[src/rtl/reorder_buffer_if.sv]
// Bus bundle between the Dispatcher/CDB side (master) and the reorder buffer (slave).
// Carries issue, CDB broadcast, operand query, commit and flush signals.
interface reorder_buffer_if #(
  parameter int RoB_WIDTH = 3
);
  logic                 issue_en;
  logic [1:0]           issue_type;
  logic [4:0]           issue_rd;
  logic                 issue_pred_taken;
  logic [31:0]          issue_alt_pc;
  logic [RoB_WIDTH-1:0] issue_index;
  logic                 full;

  logic                 cdb_en;
  logic [RoB_WIDTH-1:0] cdb_index;
  logic [31:0]          cdb_value;

  logic [RoB_WIDTH-1:0] query_idx1;
  logic [RoB_WIDTH-1:0] query_idx2;
  logic                 query_ready1;
  logic                 query_ready2;
  logic [31:0]          query_value1;
  logic [31:0]          query_value2;

  logic                 commit_reg_en;
  logic [5:0]           commit_reg;
  logic [RoB_WIDTH-1:0] commit_index;
  logic [31:0]          commit_data;
  logic                 store_commit_en;
  logic                 flush_signal;
  logic [31:0]          flush_pc;
  logic [31:0]          retired_count;

  modport master (
    output issue_en, issue_type, issue_rd, issue_pred_taken, issue_alt_pc,
    output cdb_en, cdb_index, cdb_value, query_idx1, query_idx2,
    input  issue_index, full, query_ready1, query_ready2, query_value1, query_value2,
    input  commit_reg_en, commit_reg, commit_index, commit_data, store_commit_en,
    input  flush_signal, flush_pc, retired_count
  );

  modport slave (
    input  issue_en, issue_type, issue_rd, issue_pred_taken, issue_alt_pc,
    input  cdb_en, cdb_index, cdb_value, query_idx1, query_idx2,
    output issue_index, full, query_ready1, query_ready2, query_value1, query_value2,
    output commit_reg_en, commit_reg, commit_index, commit_data, store_commit_en,
    output flush_signal, flush_pc, retired_count
  );
endinterface

[src/rtl/reorder_buffer.sv]
// Circular reorder buffer: in-order retirement of out-of-order results, with branch flush.
// Define ROB_RETIRE_CNT_EN to build the retirement counter on retired_count.
module reorder_buffer #(
  parameter int RoB_WIDTH = 3
) (
  input  logic             clk_in,
  input  logic             rst_in,
  input  logic             rdy_in,
  reorder_buffer_if.slave  rob
);
  localparam int SIZE = 1 << RoB_WIDTH;
  localparam logic [RoB_WIDTH:0] SIZE_CNT = (RoB_WIDTH + 1)'(SIZE);

  typedef enum logic [1:0] {
    TYPE_REG    = 2'd0,
    TYPE_STORE  = 2'd1,
    TYPE_BRANCH = 2'd2,
    TYPE_RSVD   = 2'd3
  } entry_type_e;

  logic [SIZE-1:0]      busy_reg;
  logic [SIZE-1:0]      ready_reg;
  entry_type_e          type_mem   [SIZE];
  logic [4:0]           rd_mem     [SIZE];
  logic                 pred_mem   [SIZE];
  logic [31:0]          alt_pc_mem [SIZE];
  logic [31:0]          value_mem  [SIZE];

  logic [RoB_WIDTH-1:0] head_reg;
  logic [RoB_WIDTH-1:0] tail_reg;
  logic [RoB_WIDTH:0]   count_reg;

  logic                 commit_reg_en_reg;
  logic [5:0]           commit_reg_reg;
  logic [RoB_WIDTH-1:0] commit_index_reg;
  logic [31:0]          commit_data_reg;
  logic                 store_commit_en_reg;
  logic                 flush_reg;
  logic [31:0]          flush_pc_reg;

  logic full_w;
  logic issue_fire;
  logic cdb_fire;
  logic head_done;
  logic head_mispredict;

  assign full_w     = (count_reg == SIZE_CNT);
  // Nothing is accepted during the flush pulse; the buffer has just been emptied.
  assign issue_fire = rob.issue_en && !full_w && !flush_reg;
  assign cdb_fire   = rob.cdb_en && !flush_reg;
  assign head_done  = busy_reg[head_reg] && ready_reg[head_reg];
  assign head_mispredict = head_done && (type_mem[head_reg] == TYPE_BRANCH) &&
                           (value_mem[head_reg][0] != pred_mem[head_reg]);

  logic [SIZE-1:0] issue_hit;
  logic [SIZE-1:0] cdb_hit;
  logic [SIZE-1:0] retire_hit;

  for (genvar gi = 0; gi < SIZE; gi++) begin : g_entry_hit
    assign issue_hit[gi]  = issue_fire && (tail_reg == RoB_WIDTH'(gi));
    assign cdb_hit[gi]    = cdb_fire && busy_reg[gi] && (rob.cdb_index == RoB_WIDTH'(gi));
    assign retire_hit[gi] = head_done && (head_reg == RoB_WIDTH'(gi));
  end

  always_ff @(posedge clk_in) begin
    if (rst_in) begin
      busy_reg  <= '0;
      ready_reg <= '0;
    end else if (rdy_in) begin
      if (head_mispredict) begin
        busy_reg  <= '0;
        ready_reg <= '0;
      end else begin
        for (int i = 0; i < SIZE; i++) begin
          if (cdb_hit[i]) begin
            ready_reg[i] <= 1'b1;
          end
          if (retire_hit[i]) begin
            busy_reg[i]  <= 1'b0;
            ready_reg[i] <= 1'b0;
          end
          if (issue_hit[i]) begin
            busy_reg[i]  <= 1'b1;
            ready_reg[i] <= (rob.issue_type == TYPE_STORE);
          end
        end
      end
    end
  end

  // Payload needs no reset: busy/ready gate every use of it.
  always_ff @(posedge clk_in) begin
    if (rdy_in) begin
      for (int i = 0; i < SIZE; i++) begin
        if (cdb_hit[i]) begin
          value_mem[i] <= rob.cdb_value;
        end
        if (issue_hit[i]) begin
          type_mem[i]   <= entry_type_e'(rob.issue_type);
          rd_mem[i]     <= rob.issue_rd;
          pred_mem[i]   <= rob.issue_pred_taken;
          alt_pc_mem[i] <= rob.issue_alt_pc;
          value_mem[i]  <= '0;
        end
      end
    end
  end

  always_ff @(posedge clk_in) begin
    if (rst_in) begin
      head_reg  <= '0;
      tail_reg  <= '0;
      count_reg <= '0;
    end else if (rdy_in) begin
      if (head_mispredict) begin
        head_reg  <= '0;
        tail_reg  <= '0;
        count_reg <= '0;
      end else begin
        head_reg  <= head_reg + RoB_WIDTH'(head_done);
        tail_reg  <= tail_reg + RoB_WIDTH'(issue_fire);
        count_reg <= count_reg + (RoB_WIDTH + 1)'(issue_fire) - (RoB_WIDTH + 1)'(head_done);
      end
    end
  end

  always_ff @(posedge clk_in) begin
    if (rst_in) begin
      commit_reg_en_reg   <= 1'b0;
      commit_reg_reg      <= 6'b100000;
      commit_index_reg    <= '0;
      commit_data_reg     <= '0;
      store_commit_en_reg <= 1'b0;
      flush_reg           <= 1'b0;
      flush_pc_reg        <= '0;
    end else if (!rdy_in) begin
      commit_reg_en_reg   <= 1'b0;
      store_commit_en_reg <= 1'b0;
      flush_reg           <= 1'b0;
    end else begin
      commit_reg_en_reg   <= 1'b0;
      store_commit_en_reg <= 1'b0;
      flush_reg           <= head_mispredict;
      if (head_done) begin
        commit_index_reg <= head_reg;
        case (type_mem[head_reg])
          TYPE_REG: begin
            if (rd_mem[head_reg] != 5'd0) begin
              commit_reg_en_reg <= 1'b1;
              commit_reg_reg    <= {1'b0, rd_mem[head_reg]};
              commit_data_reg   <= value_mem[head_reg];
            end
          end
          TYPE_STORE:  store_commit_en_reg <= 1'b1;
          TYPE_BRANCH: begin
            if (head_mispredict) begin
              flush_pc_reg <= alt_pc_mem[head_reg];
            end
          end
          default: ;
        endcase
      end
    end
  end

  // Same-cycle CDB broadcast wins over the stored value.
  function automatic logic [32:0] query_lookup(input logic [RoB_WIDTH-1:0] idx);
    logic [32:0] res;
    res = '0;
    if (cdb_fire && busy_reg[idx] && (rob.cdb_index == idx)) begin
      res = {1'b1, rob.cdb_value};
    end else if (busy_reg[idx] && ready_reg[idx]) begin
      res = {1'b1, value_mem[idx]};
    end
    return res;
  endfunction

  assign {rob.query_ready1, rob.query_value1} = query_lookup(rob.query_idx1);
  assign {rob.query_ready2, rob.query_value2} = query_lookup(rob.query_idx2);

  assign rob.issue_index     = tail_reg;
  assign rob.full            = full_w;
  assign rob.commit_reg_en   = commit_reg_en_reg;
  assign rob.commit_reg      = commit_reg_reg;
  assign rob.commit_index    = commit_index_reg;
  assign rob.commit_data     = commit_data_reg;
  assign rob.store_commit_en = store_commit_en_reg;
  assign rob.flush_signal    = flush_reg;
  assign rob.flush_pc        = flush_pc_reg;

`ifdef ROB_RETIRE_CNT_EN
  logic [31:0] retired_count_reg;

  always_ff @(posedge clk_in) begin
    if (rst_in) begin
      retired_count_reg <= '0;
    end else if (rdy_in && head_done) begin
      retired_count_reg <= retired_count_reg + 32'd1;
    end
  end

  assign rob.retired_count = retired_count_reg;
`else
  assign rob.retired_count = '0;
`endif

endmodule

[src/flat_wrapper.sv]
// flat-port wrapper written by rule: the top's interface ports become plain ports
module reorder_buffer_flat 
#(
  parameter int RoB_WIDTH = 3
)
  (clk_in, rst_in, rdy_in, rob_issue_en, rob_issue_type, rob_issue_rd, rob_issue_pred_taken, rob_issue_alt_pc, rob_cdb_en, rob_cdb_index, rob_cdb_value, rob_query_idx1, rob_query_idx2, rob_issue_index, rob_full, rob_query_ready1, rob_query_ready2, rob_query_value1, rob_query_value2, rob_commit_reg_en, rob_commit_reg, rob_commit_index, rob_commit_data, rob_store_commit_en, rob_flush_signal, rob_flush_pc, rob_retired_count);
  reorder_buffer_if #(.RoB_WIDTH(RoB_WIDTH)) rob_i ();
  input  logic clk_in;
  input  logic rst_in;
  input  logic rdy_in;
  input wire logic [$bits(rob_i.issue_en)-1:0] rob_issue_en;
  input wire logic [$bits(rob_i.issue_type)-1:0] rob_issue_type;
  input wire logic [$bits(rob_i.issue_rd)-1:0] rob_issue_rd;
  input wire logic [$bits(rob_i.issue_pred_taken)-1:0] rob_issue_pred_taken;
  input wire logic [$bits(rob_i.issue_alt_pc)-1:0] rob_issue_alt_pc;
  input wire logic [$bits(rob_i.cdb_en)-1:0] rob_cdb_en;
  input wire logic [$bits(rob_i.cdb_index)-1:0] rob_cdb_index;
  input wire logic [$bits(rob_i.cdb_value)-1:0] rob_cdb_value;
  input wire logic [$bits(rob_i.query_idx1)-1:0] rob_query_idx1;
  input wire logic [$bits(rob_i.query_idx2)-1:0] rob_query_idx2;
  output wire logic [$bits(rob_i.issue_index)-1:0] rob_issue_index;
  output wire logic [$bits(rob_i.full)-1:0] rob_full;
  output wire logic [$bits(rob_i.query_ready1)-1:0] rob_query_ready1;
  output wire logic [$bits(rob_i.query_ready2)-1:0] rob_query_ready2;
  output wire logic [$bits(rob_i.query_value1)-1:0] rob_query_value1;
  output wire logic [$bits(rob_i.query_value2)-1:0] rob_query_value2;
  output wire logic [$bits(rob_i.commit_reg_en)-1:0] rob_commit_reg_en;
  output wire logic [$bits(rob_i.commit_reg)-1:0] rob_commit_reg;
  output wire logic [$bits(rob_i.commit_index)-1:0] rob_commit_index;
  output wire logic [$bits(rob_i.commit_data)-1:0] rob_commit_data;
  output wire logic [$bits(rob_i.store_commit_en)-1:0] rob_store_commit_en;
  output wire logic [$bits(rob_i.flush_signal)-1:0] rob_flush_signal;
  output wire logic [$bits(rob_i.flush_pc)-1:0] rob_flush_pc;
  output wire logic [$bits(rob_i.retired_count)-1:0] rob_retired_count;
  assign rob_i.issue_en = rob_issue_en;
  assign rob_i.issue_type = rob_issue_type;
  assign rob_i.issue_rd = rob_issue_rd;
  assign rob_i.issue_pred_taken = rob_issue_pred_taken;
  assign rob_i.issue_alt_pc = rob_issue_alt_pc;
  assign rob_i.cdb_en = rob_cdb_en;
  assign rob_i.cdb_index = rob_cdb_index;
  assign rob_i.cdb_value = rob_cdb_value;
  assign rob_i.query_idx1 = rob_query_idx1;
  assign rob_i.query_idx2 = rob_query_idx2;
  assign rob_issue_index = rob_i.issue_index;
  assign rob_full = rob_i.full;
  assign rob_query_ready1 = rob_i.query_ready1;
  assign rob_query_ready2 = rob_i.query_ready2;
  assign rob_query_value1 = rob_i.query_value1;
  assign rob_query_value2 = rob_i.query_value2;
  assign rob_commit_reg_en = rob_i.commit_reg_en;
  assign rob_commit_reg = rob_i.commit_reg;
  assign rob_commit_index = rob_i.commit_index;
  assign rob_commit_data = rob_i.commit_data;
  assign rob_store_commit_en = rob_i.store_commit_en;
  assign rob_flush_signal = rob_i.flush_signal;
  assign rob_flush_pc = rob_i.flush_pc;
  assign rob_retired_count = rob_i.retired_count;
  reorder_buffer #(.RoB_WIDTH(RoB_WIDTH)) u_core (.clk_in(clk_in), .rst_in(rst_in), .rdy_in(rdy_in), .rob(rob_i));
endmodule
[config.mk]
export PLATFORM = sky130hd
export DESIGN_NAME = reorder_buffer_flat
export DESIGN_NICKNAME = d
export VERILOG_FILES = /design/src/rtl/reorder_buffer_if.sv /design/src/rtl/reorder_buffer.sv /design/src/flat_wrapper.sv
export SDC_FILE = /design/constraint.sdc
export NUM_CORES = 1
export LEC_CHECK = 0
export CORE_UTILIZATION = 30
export DETAILED_ROUTE_END_ITERATION = 16
export SYNTH_ARGS = -nofsm -noshare
export SYNTH_HDL_FRONTEND = slang
export SYNTH_SLANG_ARGS = --single-unit
[constraint.sdc]
create_clock -name clk_in -period 6.6 [get_ports clk_in]
set_clock_uncertainty 0.2 [all_clocks]
set_input_delay 1.32 -clock clk_in [delete_from_list [all_inputs] [get_ports clk_in]]
set_output_delay 1.32 -clock clk_in [all_outputs]
set_load 0.01 [all_outputs]
-- Word level (Yosys, flattened, before mapping)
Memories as Yosys holds them, arrays and structs flattened. A register that Yosys moved wholly into a read port is not among the register bits.
Index checks and enable logic that the tools add are counted.
- bits in registers: 70
- RAM bits: 576
- input bits: 86
- output and inout port bits: 178
- logic and storage cells: 404
- memories: 5
- add/sub/neg operators: 4
- order comparisons: 3
- eq/ne operators: 28
- muxes and demuxes: 211
- bitwise logic cells: 11
- reductions and logical operators: 117
- memories (name ; words ; bits a word ; read ports ; clocked after memory_dff ; wr ports ; RTL line ; source):
    u_core.alt_pc_mem ; 8 ; 32 ; 1 ; 1 ; 1 ; reorder_buffer.sv:26 ; logic [31:0] alt_pc_mem [SIZE];
    u_core.value_mem ; 8 ; 32 ; 3 ; 1 ; 8 ; reorder_buffer.sv:27 ; logic [31:0] value_mem [SIZE];
    u_core.rd_mem ; 8 ; 5 ; 1 ; 1 ; 1 ; reorder_buffer.sv:24 ; logic [4:0] rd_mem [SIZE];
    u_core.type_mem ; 8 ; 2 ; 1 ; 1 ; 1 ; reorder_buffer.sv:23 ; entry_type_e type_mem [SIZE];
    u_core.pred_mem ; 8 ; 1 ; 1 ; 1 ; 1 ; reorder_buffer.sv:25 ; logic pred_mem [SIZE];
- operator list (cell ; count):
    32-bit 2-to-1 mux ; 15
    32-bit OR reduction ; 7
    33-bit 2-to-1 mux ; 4
    1-bit 2-to-1 mux ; 131
    3-bit 2-to-1 mux ; 38
    1-bit logical AND ; 44
    3-bit equality test, second input constant ; 12
    5-bit 2-to-1 mux ; 7
    5-bit OR reduction ; 7
    2-bit AND reduction ; 17
    4-bit nonzero test ; 8
    3-bit nonzero test ; 8
    1-bit binary-select mux with 3-bit select ; 6
    3-bit by 2-bit equality test with 1-bit output, second input constant ; 6
    8-bit 2-to-1 mux ; 2
    2-bit OR reduction ; 8
    2-bit 2-to-1 mux ; 7
    3-bit by 4-bit < comparator with 1-bit output, second input constant ; 3
    3-bit by 1-bit equality test with 1-bit output, second input constant ; 3
    3-bit zero test ; 3
    1-bit OR ; 8
    4-bit AND reduction ; 2
    1-bit OR reduction ; 7
    3-bit by 1-bit adder with 3-bit output ; 2
    other kinds (14) ; 19

-- Depth between registers and ports, before layout
Gate-level depths: netlist (run 1).
- word-level depth: 16
- depth in mapped cells: 13
- depth with buffers taken out: 12

-- Least setup slack after synthesis (run 1)
Ideal clock, no wire load.
- kind: in2reg
- start point: in rob_issue_en
- end point: mem u_core.value_mem[7][0], enable pin
- arrival time: 4.501 ns
- setup slack: 1.505 ns
- stages: 5
- path through: nor2b_1 > nand4_1 > nor3_1 > clkbuf_1 > nand2b_1
- RTL lines (what ; RTL line ; source):
    start: declaration ; flat_wrapper.sv:11 ; input wire logic [$bits(rob_i.issue_en)-1:0] rob_issue_en;
    end: declaration ; reorder_buffer.sv:27 ;

-- Worst setup path in the final report (run 1)
- start point: in rob_query_idx1[1]
- end point: out rob_query_value1[26]
- cells in the longest elaborated chain, start to end: 5
- RTL lines (what ; RTL line ; source):
    start: declaration ; flat_wrapper.sv:19 ; input wire logic [$bits(rob_i.query_idx1)-1:0] rob_query_idx1;
    1-bit binary-select mux with 3-bit select (on tied branches) ; reorder_buffer.sv:170, reorder_buffer.sv:172 ;
    1-bit 2-to-1 mux (on tied branches) ; reorder_buffer.sv:170, reorder_buffer.sv:172 ;
    1-bit logical AND (on tied branches) ; reorder_buffer.sv:172, reorder_buffer.sv:170 ;
    33-bit 2-to-1 mux or 1-bit logical AND (tied branches) ; reorder_buffer.sv:172, reorder_buffer.sv:170 ;
    33-bit 2-to-1 mux (*) ; reorder_buffer.sv:170 ; if (cdb_fire && busy_reg[idx] && (rob.cdb_index == idx)) begin
    end: declaration ; flat_wrapper.sv:25 ; output wire logic [$bits(rob_i.query_value1)-1:0] rob_query_value1;
Every way passes the cells marked *; elsewhere a longest branch is shown, timed or not. The select of a mux whose other input is x is not followed.

==> results.yml, run 1 <==
sta:
  hold_violations: 0
  tns_ns: 0
  rsz0062_at_grt: "no"
  drv_slew: 0
  post-route-min-period_ns: 5.64
  tightest_slew_ns: 1.14
  max_freq_ghz: 0.177
  maxSlewHeadroom_pct: 24.2
  finalCritPeriodShare_pct: 85.4
  hold_slack_ns: 0.258
  setup_viol: 0
setup_path:
  end_kind: "output pin"
  crit_arrival_ns: 4.12
  crit_path_start: "rob_query_idx1[1]"
  path_class: "in2out"
  rrSetupSlack_ns: 2.90
  worstPathMaxFanout: 39
  cp-start-kind: "primary input"
  crit_end: "rob_query_value1[26]"
  r2r_end: "u_core.rob.commit_data[6]"
  rr_worst_depth: 6
  cp.required_ns: 5.08
power:
  sw_frac_of_total_pct: 22.1
  p_clk_share_pct: 45.2
  p_leak_uw: 0.0121
  power_frac_seq_pct: 48.1
  comb_power_share_pct: 6.7
  vdd_ir_drop_max_uv: 201
  powerDensity_nw_per_um2: 252
  switchingPower_uw: 2170
  intPower_uw: 7670
global_route:
  grt_pass1_wl_mm: 142
  grt_antenna_before_repair: 13
  gr-total-overflow: 0
  grt_usage_pct: 17.4
  grt_pass1_vias: 21000
  grt_max_degree: 75
place:
  placed_cells: 3678
  place_congestion: 0.827
  port_buffers: 231
  hpwl_mm: 57.7
run:
  maxCapViolations: 0
clocking:
  postCtsHoldBufs: 0
  clk_pin_slew_worst_paths_ns: 0.06
  h-tree-depth: 3
  clkLatencyLatePin_ns: 0.64
  cts_buffers: 79
  clockBufferDepth: 3
  clock-sinks: 681
  cts_resized: 0
  post-cts-setup-buffers: 0
  cts_tree: "built"
  cts-root-buf: "clkbuf_16"
finish:
  drive_gt1_share_pct: 22.1
  layout.nets: 2441
  areaGrowthSynthToFinish_pct: 18.9
  final_cell_mix: "edfxtp_1, mux4_2, clkdlybuf4s50_1"
  fin_cells: 3830
  final_common_cell: "edfxtp_1"
  reg_top3: "u_core.alt_pc_mem (256), u_core.value_mem (256), u_core.rd_mem (40)"
synthesis:
  ys_ff_latch: 681
  ys_warn_count: 0
  mappedNetlistArea_sq_um: 32900
  synthArstFlopShare_pct: 0
  synth_edf_count: 544
  synthTopCellsByArea: "edfxtp_1, mux4_2, dfxtp_1, mux2i_1, nor2b_1"
  synth_cell_types: 67
  synth_top_area_cell: "edfxtp_1"
  ys_seq_area_share_pct: 58.0
  syn_avg_cell_area_sq_um: 15.1
  syn_inst: 2186
  synthDominantCellAreaShare_pct: 49.6
  ys.flop_type: "edfxtp_1"
drt:
  routed_wirelength_mm: 97.8
  drt_iter0_drc: 1773
  drt_pass1_iterations: 7
  drc_errors: 0
  routedWlPerCell_um: 25.5
  ant_nets: 0
  vias_per_cell: 5.30
  via_count: 20300
die:
  die_x_um: 333
  dieArea_sq_um: 111000
  initial_core_util_pct: 30.2
  num_rows: 121
  ioPinCount: 264
  die_h_um: 333
  coreArea_sq_um: 109000
hold_path:
  worstHoldPathType: "reg2reg"
outcome:
  outcome: "finished, final reports clean"
## worst min path at each step
| stage | start | to | depth (start not counted) |
|---|---|---|---|
| floorplan | u_core.count_reg[2] | u_core.count_reg[2] | 2 |
| global placement | u_core.rob.commit_reg[5] | u_core.rob.commit_reg[5] | 1 |
| detailed placement | u_core.rob.commit_reg[5] | u_core.rob.commit_reg[5] | 1 |
| CTS | u_core.rob.commit_reg[5] | u_core.rob.commit_reg[5] | 1 |
| global route | u_core.rob.commit_reg[5] | u_core.rob.commit_reg[5] | 1 |
| finish | u_core.rob.commit_reg[5] | u_core.rob.commit_reg[5] | 1 |
## through the flow
step           total power (uW)  setup slack, ns  area [sq um]  utilization (%)
2_1_floorplan              5260             1.51         33000                -
3_3_place_gp               5470            0.956         36500             33.5
3_5_place_dp               5490            0.945         36500             33.5
5_1_grt                   10100            0.837         39100             35.9
6_report                   9850            0.960         39100             36.0
4_1_cts                    9940            0.930         39100             35.9
## kinds of logic (layout without fill, tap and decap cells)
| family | Yosys count | after routing | synth area share (%) |
|---|---|---|---|
| other cells | 1 | 37 | 0.0114 |
| fa+ha+maj | 10 | 10 | 0.403 |
| compound gates | 268 | 268 | 5.44 |
| simple gates | 541 | 541 | 8.67 |
| xor+xnor | 16 | 16 | 0.426 |
| flops | 681 | 681 | 58.0 |
| buf+inv | 248 | 442 | 3.61 |
| mux | 421 | 421 | 23.5 |
## layout make-up
type	instances	area, sq um
antenna	5	12.5
clock buffer	110	2260
clock inverter	37	395
fill	10200	69700
inverter	16	60.1
multi-input combinational	1288	12800
sequential	681	19100
tap	1414	1770
timing repair buffer	279	2700
## worst max-delay path, stage by stage
cell and delay [ns]:
buf_4 0.43, buf_4 0.64, mux4_2 0.34, mux2i_1 0.07
o21ai_0 0.54, clkdlybuf4s50_1 0.66
## power groups by stage
stage	clock network [uW]	registers, uW	logic [uW]
2_1_floorplan	0	4820	440
3_3_place_gp	0	4820	649
3_5_place_dp	0	4830	663
4_1_cts	4530	4740	666
5_1_grt	4690	4740	708
6_report	4450	4740	659
## metal layers
metal  part of all wire (%)  global-route usage (%)  vias to the layer above  routed length (um)
li1                       -                       -                     8745                   -
met1                     39                    21.2                    10500               37900
met2                     49                    29.4                      895               48200
met3                    8.5                    4.52                      190                8280
met4                    3.4                    6.67                       24                3310
met5                   0.15                       0                        -                 143
## cells in the mapped netlist (16+ instances only)
library cell / count
o21ai_0: 78
buf_4: 35
buf_2: 41
nor2_1: 46
mux4_2: 280
nand3_1: 28
and2_1: 65
dfxtp_1: 137
inv_1: 16
a211oi_2: 35
buf_1: 18
nor2b_1: 167
a21oi_1: 88
a211oi_1: 29
nand2_1: 172
clkbuf_1: 128
edfxtp_1: 544
mux2i_1: 137
Power figures use the tool's default switching activity.
==> inputs of run 2 (changes only) <==
==> constraint.sdc (replaced) <==
create_clock -name clk_in -period 5.3 [get_ports clk_in]
set_clock_uncertainty 0.2 [all_clocks]
set_input_delay 1.06 -clock clk_in [delete_from_list [all_inputs] [get_ports clk_in]]
set_output_delay 1.06 -clock clk_in [all_outputs]
set_load 0.01 [all_outputs]
==> run 2 against run 1 <==
  * Clock power up 21%
  * Utilization up 0.11 points
  * The run now ends with design-rule violations left
  * Cell area up 0.31%
  * Sequential power up 24%
  * Flip-flop and latch count unchanged
  * Largest power group unchanged
  * Non-clock buffer count up 8
  * First-iteration DRC count up 2.2%
  * Critical path depth up 3
  * Critical path type unchanged
  * Die area unchanged
==> results.yml, run 2 (synthesized netlist as in run 1, its figures left out) <==
outcome:
  outcome: "finished, violations left"
  violations: "design-rule violations"
power:
  p_leak_uw: 0.0122
  powerDensity_nw_per_um2: 308
  vdd_ir_drop_max_uv: 300
clocking:
  postCtsHoldBufs: 0
  clkLatencyLatePin_ns: 0.65
  clockBufferDepth: 3
  cts_resized: 0
  clk_pin_slew_worst_paths_ns: 0.06
  clock-sinks: 681
  post-cts-setup-buffers: 0
  cts_buffers: 80
  cts-root-buf: "clkbuf_16"
  cts_tree: "built"
  h-tree-depth: 3
setup_path:
  end_kind: "output pin"
  crit_arrival_ns: 3.70
  crit_cells: 9
  rr_worst_depth: 6
  path_buf_inv: 4
  path_class: "in2out"
  worstPathMaxFanout: 29
  critPathSlowestCell: "clkdlybuf4s50_1"
  cp.required_ns: 4.04
  path_cells: "clkdlybuf4s50_1 -> buf_4 -> xnor2_1 -> nand4_1 -> nor2_4 -> buf_12 -> nand2_1 -> o21ai_0 -> clkdlybuf4s50_1"
  crit_family: "buffers and inverters"
  crit_path_max_incr_delay_ns: 0.66
  cp-start-kind: "primary input"
  cpMostUsedCell: "clkdlybuf4s50_1"
place:
  hpwl_mm: 57.7
  pre_cts_ws_ns: 0.311
  port_buffers: 231
  place_congestion: 0.877
  placed_cells: 3686
finish:
  fillCellCount: 10200
  post-route-util_pct: 36.1
  reg_top3: "u_core.alt_pc_mem (256), u_core.value_mem (256), u_core.rd_mem (40)"
  areaGrowthSynthToFinish_pct: 19.3
  final_common_cell: "edfxtp_1"
  drive_gt1_share_pct: 21.9
  regArea_sq_um: 19100
  multiInputGateArea_sq_um: 12800
  layout.nets: 2450
  fin_cells: 3836
  final_cell_mix: "edfxtp_1, mux4_2, clkdlybuf4s50_1"
die:
  ioPinCount: 264
  die_x_um: 333
  die_h_um: 333
  dieArea_sq_um: 111000
  initial_core_util_pct: 30.2
  coreArea_sq_um: 109000
  num_rows: 121
drt:
  vias_per_cell: 5.31
  routedWlPerCell_um: 25.5
  drt_iter0_drc: 1812
  drt_pass1_iterations: 12
  via_count: 20400
  ant_nets: 0
  routed_wirelength_mm: 98.0
  drc_errors: 4
global_route:
  grt_usage_pct: 17.4
  grt_antenna_before_repair: 13
  grt_pass1_wl_mm: 142
  grt_pass1_vias: 21000
  grt_max_degree: 75
  gr-total-overflow: 0
sta:
  post-route-min-period_ns: 4.96
  hold_slack_ns: 0.264
  finalCritPeriodShare_pct: 93.6
  rsz0062_at_grt: "no"
  tns_ns: 0
  setup_viol: 0
  hold_violations: 0
  fin_ws_ns: 0.339
  maxSlewHeadroom_pct: 27.3
  max_freq_ghz: 0.202
  drv_slew: 0
  tightest_slew_ns: 1.09
hold_path:
  worstHoldPathType: "reg2reg"
  hold_depth: 2
run:
  maxCapViolations: 0
[run 2: changes by cell type in the layout (fill, tap and decap cells not counted), sizes merged]
cell / delta
clkinvlp: -3
diode: -1
buf: +8
clkinv: +4
bufinv: -2
[run 2: power breakdown]
group / leakage (uW) / internal (uW) / switching, uW
Clock: 0.00124 / 3170 / 2200
Combinational: 0.00490 / 378 / 455
Sequential: 0.00603 / 5850 / 45.3
[run 2: path summary, 6_finish.rpt]
path                             from                      to  slack (ns)
hold reg to reg   u_core.count_reg[2]     u_core.count_reg[2]        0.26
hold / removal    u_core.count_reg[2]     u_core.count_reg[2]        0.26
setup reg to reg                 flop  u_core.rob.flush_pc[4]        1.67
setup / recovery     rob_cdb_index[2]    rob_query_value2[19]        0.34
[run 2: worst reg2reg max path: stages (launching register included)]
cell and delay (ns):
dfxtp_4 0.71, buf_4 0.68, mux4_2 0.43, mux2i_1 0.32
o211a_4 0.77, nor2_1 0.17, a211oi_1 0.26
[run 2: area by class of cell]
class,count,area share [%]
Multi-Input combinational cell,1288,32.7
Tap cell,1414,4.51
Antenna cell,4,0.0255
Sequential cell,681,48.6
Clock buffer,110,5.65
Inverter,16,0.153
Timing Repair Buffer,287,7.48
Clock inverter,36,0.835
[run 2: metal layers]
layer,vias up,routed length (um),GRT usage [%]
met2,906,47900,29.1
met5,-,122,0
met3,203,7620,4.02
met4,20,3430,6.73
li1,8754,-,-
met1,10500,38900,21.8
[run 2: stage by stage]
stage,area (sq um),power (uW)
global placement,36700,6820
global route,39300,12500
finish,39300,12100
floorplan,33000,6550
detailed placement,36700,6850
CTS,39200,12200
